==> config.mk <==
export PLATFORM = sky130hd
export DESIGN_NAME = adsr_envelope
export DESIGN_NICKNAME = d
export VERILOG_FILES = /design/src/rtl/osc_pkg.sv /design/src/rtl/adsr_envelope_tick_gen.sv /design/src/rtl/adsr_envelope.sv
export SDC_FILE = /design/constraint.sdc
export NUM_CORES = 1
export LEC_CHECK = 0
export CORE_UTILIZATION = 56
export DETAILED_ROUTE_END_ITERATION = 16
export GPL_TIMING_DRIVEN = 1
export PLACE_DENSITY = 0.78
export SLEW_MARGIN = 20
export SYNTH_ARGS = -nofsm -noshare
export SYNTH_HDL_FRONTEND = slang
export SYNTH_SLANG_ARGS = --single-unit
==> constraint.sdc <==
create_clock -name CLK -period 5.2 [get_ports CLK]
set_input_delay 1.04 -clock CLK [delete_from_list [all_inputs] [get_ports CLK]]
set_output_delay 1.04 -clock CLK [all_outputs]
set_load 0.05 [all_outputs]
==> src/rtl/osc_pkg.sv <==
// Shared definitions for the oscillator path: envelope state encodings,
// ENV_PARAMS field layout and level limits.
package osc_pkg;

  typedef enum logic [2:0] {
    ST_IDLE    = 3'd0,
    ST_ATTACK  = 3'd1,
    ST_DECAY   = 3'd2,
    ST_SUSTAIN = 3'd3,
    ST_RELEASE = 3'd4
  } env_state_t;

  // ENV_PARAMS field positions (each field is 8 bits wide)
  localparam int unsigned ENV_FIELD_W = 8;
  localparam int unsigned ENV_A_LSB   = 24;
  localparam int unsigned ENV_D_LSB   = 16;
  localparam int unsigned ENV_S_LSB   = 8;
  localparam int unsigned ENV_R_LSB   = 0;

  localparam logic [15:0] LEVEL_MAX = 16'hFFFF;

  // Rate-derived step: (x + 1) << shift, held in 17 bits
  function automatic logic [16:0] env_step(input logic [7:0] x, input int unsigned shift);
    env_step = 17'(({9'd0, x} + 17'd1) << shift);
  endfunction

  // Clamp an 18-bit signed intermediate into the 0..LEVEL_MAX range
  function automatic logic [15:0] env_sat16(input logic signed [17:0] v);
    if (v < 18'sd0)
      env_sat16 = '0;
    else if (v > 18'sh0FFFF)
      env_sat16 = LEVEL_MAX;
    else
      env_sat16 = v[15:0];
  endfunction

endpackage

==> src/rtl/adsr_envelope_tick_gen.sv <==
// Sample-rate prescaler: TICK pulses for one CLK cycle every TICK_DIV cycles.
module tick_gen #(
  parameter int unsigned TICK_DIV = 1042
) (
  input  logic CLK,
  input  logic RST,
  output logic TICK
);

  localparam int unsigned CW = (TICK_DIV > 1) ? $clog2(TICK_DIV) : 1;

  logic [CW-1:0] r_count;

  assign TICK = (r_count == CW'(TICK_DIV - 1));

  // Free-running count 0..TICK_DIV-1, wrapping on the tick cycle
  always_ff @(posedge CLK or posedge RST) begin
    if (RST)
      r_count <= '0;
    else if (TICK)
      r_count <= '0;
    else
      r_count <= r_count + CW'(1);
  end

endmodule

==> src/rtl/adsr_envelope.sv <==
// Per-voice ADSR envelope sequencer. Steps a 16-bit amplitude through
// IDLE/ATTACK/DECAY/SUSTAIN/RELEASE once per sample tick, driven by GATE.
module adsr_envelope
  import osc_pkg::*;
#(
  parameter int unsigned TICK_DIV   = 1042,
  parameter int unsigned RATE_SHIFT = 2
) (
  input  logic        CLK,
  input  logic        RST,
  input  logic [31:0] ENV_PARAMS,
  input  logic        GATE,
  output logic [15:0] LEVEL,
  output logic [2:0]  STATE,
  output logic        ACTIVE,
  output logic        DONE
);

  logic w_tick;

  tick_gen #(
    .TICK_DIV(TICK_DIV)
  ) u_tick_gen (
    .CLK  (CLK),
    .RST  (RST),
    .TICK (w_tick)
  );

  logic       r_gate_q;
  logic       w_rise;
  logic       w_fall;

  env_state_t  r_state;
  env_state_t  w_next_state;
  logic [15:0] r_level;
  logic [15:0] w_next_level;
  logic        r_done;
  logic        w_next_done;

  logic [7:0]  w_a;
  logic [7:0]  w_d;
  logic [7:0]  w_s;
  logic [7:0]  w_r;
  logic [15:0] w_target;
  logic [16:0] w_step_a;
  logic [16:0] w_step_d;
  logic [16:0] w_step_r;

  logic signed [17:0] w_level_s;
  logic signed [17:0] w_target_s;
  logic signed [17:0] w_attack_sum;
  logic signed [17:0] w_decay_diff;
  logic signed [17:0] w_release_diff;

  // Parameter fields are used live every cycle
  assign w_a      = ENV_PARAMS[ENV_A_LSB +: ENV_FIELD_W];
  assign w_d      = ENV_PARAMS[ENV_D_LSB +: ENV_FIELD_W];
  assign w_s      = ENV_PARAMS[ENV_S_LSB +: ENV_FIELD_W];
  assign w_r      = ENV_PARAMS[ENV_R_LSB +: ENV_FIELD_W];
  assign w_target = {w_s, w_s};

  assign w_step_a = env_step(w_a, RATE_SHIFT);
  assign w_step_d = env_step(w_d, RATE_SHIFT);
  assign w_step_r = env_step(w_r, RATE_SHIFT);

  assign w_level_s      = $signed({2'b00, r_level});
  assign w_target_s     = $signed({2'b00, w_target});
  assign w_attack_sum   = w_level_s + $signed({1'b0, w_step_a});
  assign w_decay_diff   = w_level_s - $signed({1'b0, w_step_d});
  assign w_release_diff = w_level_s - $signed({1'b0, w_step_r});

  assign w_rise = GATE & ~r_gate_q;
  assign w_fall = ~GATE & r_gate_q;

  // Gate history for edge detection
  always_ff @(posedge CLK or posedge RST) begin
    if (RST)
      r_gate_q <= 1'b0;
    else
      r_gate_q <= GATE;
  end

  // State, level and completion pulse registers
  always_ff @(posedge CLK or posedge RST) begin
    if (RST) begin
      r_state <= ST_IDLE;
      r_level <= '0;
      r_done  <= 1'b0;
    end else begin
      r_state <= w_next_state;
      r_level <= w_next_level;
      r_done  <= w_next_done;
    end
  end

  // Next-state and level: gate edges take priority and swallow a coincident tick
  always_comb begin
    w_next_state = r_state;
    w_next_level = r_level;
    w_next_done  = 1'b0;
    if (w_rise) begin
      w_next_state = ST_ATTACK;
    end else if (w_fall && (r_state inside {ST_ATTACK, ST_DECAY, ST_SUSTAIN})) begin
      w_next_state = ST_RELEASE;
    end else if (w_tick) begin
      unique case (r_state)
        ST_IDLE: begin
          w_next_level = '0;
        end
        ST_ATTACK: begin
          if (w_attack_sum >= 18'sh0FFFF) begin
            w_next_level = LEVEL_MAX;
            w_next_state = ST_DECAY;
          end else begin
            w_next_level = env_sat16(w_attack_sum);
          end
        end
        ST_DECAY: begin
          if (w_decay_diff <= w_target_s) begin
            w_next_level = w_target;
            w_next_state = ST_SUSTAIN;
          end else begin
            w_next_level = env_sat16(w_decay_diff);
          end
        end
        ST_SUSTAIN: begin
          w_next_level = w_target;
        end
        ST_RELEASE: begin
          if (w_release_diff <= 18'sd0) begin
            w_next_level = '0;
            w_next_state = ST_IDLE;
            w_next_done  = 1'b1;
          end else begin
            w_next_level = env_sat16(w_release_diff);
          end
        end
        default: begin
          w_next_level = '0;
          w_next_state = ST_IDLE;
        end
      endcase
    end
  end

  assign LEVEL  = r_level;
  assign STATE  = r_state;
  assign ACTIVE = (r_state != ST_IDLE);
  assign DONE   = r_done;

endmodule

==> run metrics <==
status=finished clean; minimum hold slack=0.510 ns; CP bufs+invs=3; power share of the clock group=0.270; register area share after synthesis=0.184; H-tree Lvls=2; share of layout cells above drive strength 1=0.214; worst vdd ir=0.000223 V; P_sw=0.271 mW; synthesized flop and latch total=32; top cells by area, synth=dfrtp_1, ha_1, xor2_1; relative slew slack=0.605; Final #Nets=731; Synthesis Warnings=0; final wirelength=14600 µm; Hold Path Class=register to register; die area=8110 µm²; Crit path required time=5.36 ns; Syn-to-layout area delta=31.2%; asr flop ratio synth=1.00; Synth Area per Inst=8.09 µm²; Final Max Tran Viols=0; critical path start-end classification=input pin to register; routability congestion estimate=1.03; Power Dens Cells=134 nW/µm²; f_max=194 MHz; routed vias=4792; antenna violations before repair=0; Vias/cell=6.44; area leader, netlist=dfrtp_1; Seq pwr share=0.349; DRC viols=0; Port Buffer Count=55; Pre-antenna DRT Iters=6; Die Span Y=90.1 µm; CP max-delay cell=a222oi_1; top-count cell post-synth=ha_1; Distinct cells, synth=82; Worst-Margin Slew=0.587 ns; Startpoint Class=input pin; HPWL Detailed=11000 µm; CP max FO=8; remaining global-route overflow=0; Synth Net Count=623; Core Box Area=7370 µm²; Routed Antenna Nets=0; Max Cap Viol=0; Tot Pwr=0.766 mW; Lkg Pwr=2.54 nW; Initial DRC Count=441; Initial Util=0.589; vias in the first global route=4555; Worst Clk Skew=0.00576 ns; CTS tree=built; switching share of power=0.354; Pint=0.495 mW; first-pass GRT wire length=22900 µm; total CTS buffers=5; CP max stage delay=0.49 ns; Site Rows=31; CTS Root Cell=clkbuf_8; Mapped Cells=537; Max clock buf depth=2; commonest cells in the netlist=ha_1, nand2_1, nor2_1; Top FF cell, synth=dfrtp_1; global-route usage over all layers=0.351; post-layout minimum cycle time=5.16 ns; Post-synth EDFFs=0; WP data arrival=5.31 ns; critical path's top delay family=compound AO/OA/AOI/OAI gates; Placed Cells incl. Taps=724; Routed wire per std cell=19.6 µm; Finished Layout Cells=744; Logic pwr share=0.381; die extent in x=90.1 µm; crit path cell chain=buf_4 -> ha_2 -> inv_1 -> ha_1 -> nor2b_1 -> o21ai_2 -> a21boi_2 -> o21ai_2 -> a21oi_2 -> buf_4 -> o31ai_4 -> xor2_2 -> ha_1 -> nand4_1 -> or3_4 -> a21oi_2 -> o31a_2 -> o21ai_4 -> o21a_4 -> a222oi_1 -> nor2_1 -> a221o_1; Final Hold Fails=0; Clk Latency, worst-skew pair=0.27 ns; period utilisation layout=0.991; endpoint class of the critical path=register; Yosys top cell area share=0.184; final setup vio count=0; ANT cells=0; clock-pin transition on the worst setup and hold timing paths=0.07 ns; io pins=56; Sink Count=32; Cell Area, Synth=4340 µm²; pin count of the biggest net entering global routing=33
[metrics by stage]
stage          area (µm²)  setup TNS (ns)  setup WS, ns   util
5_1_grt              5700         -0.0204       -0.0204  0.773
4_1_cts              5520               0        0.0168  0.749
2_1_floorplan        4340               0         0.278      -
3_5_place_dp         5290          -12.00        -0.977  0.718
3_3_place_gp         5290           -5.84        -0.624  0.718
6_report             5700               0        0.0446  0.773
[logic make-up (layout without fill, tap and decap cells)]
family	count (synthesis)	count (layout)	share of synthesized area
compound gates	150	150	0.253
flops	32	32	0.184
buf+inv	43	151	0.0484
xor+xnor	51	51	0.103
simple gates	203	203	0.242
fa+ha+maj	51	51	0.152
mux	7	7	0.0173
[timing repair]
item,CTS,global route
pin swaps,23,31
resized for setup,33,40
hold buffers,0,0
setup buffers,4,10
endpoints found under the setup margin,18,17
[cell usage in the layout, fill, tap and decap left out, types with 5 or more instances in the layout]
| cell type | synthesis | layout |
|---|---|---|
| nand2_1 | 46 | 45 |
| nand2b_1 | 6 | 6 |
| xnor2_1 | 22 | 20 |
| clkdlybuf4s50_1 | 0 | 48 |
| nor2b_1 | 8 | 7 |
| a21o_1 | 5 | 5 |
| buf_4 | 0 | 64 |
| nand4_1 | 7 | 7 |
| nand3_1 | 30 | 29 |
| o21a_1 | 6 | 5 |
| a211oi_1 | 6 | 5 |
| inv_1 | 24 | 24 |
| xor2_1 | 29 | 27 |
| a211o_1 | 6 | 6 |
| nor3_1 | 12 | 9 |
| o21ai_1 | 7 | 9 |
| clkbuf_8 | 0 | 7 |
| o21ai_0 | 22 | 17 |
| and3_1 | 8 | 8 |
| a21oi_1 | 30 | 26 |
| dfrtp_1 | 32 | 32 |
| nor2_1 | 45 | 40 |
| o21bai_1 | 7 | 7 |
| ha_1 | 48 | 47 |
| and2_1 | 5 | 5 |
[flip-flops by register name (all words and copies together) (netlist names)]
name	count
STATE	3
u_tick_gen.r_count	11
LEVEL	16
r_gate_q	1
DONE	1
[path summary, 6_finish.rpt]
path | startpoint | endpoint | slack [ns] | depth (start not counted)
max | ENV_PARAMS[16] | LEVEL[12]$_DFFE_PP0P_ | 0.04 | 22
min | u_tick_gen.r_count[8]$_DFF_PP0_ | u_tick_gen.r_count[8]$_DFF_PP0_ | 0.51 | 1
max reg2reg | LEVEL[2]$_DFFE_PP0P_ | LEVEL[12]$_DFFE_PP0P_ | 0.58 | 22
min reg2reg | u_tick_gen.r_count[8]$_DFF_PP0_ | u_tick_gen.r_count[8]$_DFF_PP0_ | 0.51 | 1
max in group asynchronous | RST | LEVEL[0]$_DFFE_PP0P_ | 3.75 | 3
min in group asynchronous | RST | LEVEL[10]$_DFFE_PP0P_ | 1.15 | 3
[layer usage]
layer  GRT usage  up-vias  part of all wire
li1            -     2219                 -
met1       0.468     2255              0.42
met2       0.562      264              0.46
met3      0.0626       54             0.087
met4       0.136        0             0.038
met5           0        -                 0
[cell type report]
type	count	area, µm²
multi-input combinational	462	3550
fill	557	1670
timing repair buffer	120	1040
sequential	32	801
tap	99	124
clock buffer	7	96.3
inverter	24	90.1
[power by group through the flow]
stage / combinational [mW] / sequential (mW) / clock [mW]
after floorplan: 0.161 / 0.275 / 0
after global placement: 0.264 / 0.271 / 0
after detailed placement: 0.270 / 0.271 / 0
after CTS: 0.278 / 0.266 / 0.211
after global routing: 0.313 / 0.268 / 0.226
final: 0.292 / 0.267 / 0.207
(Power assumes the default switching activity.)
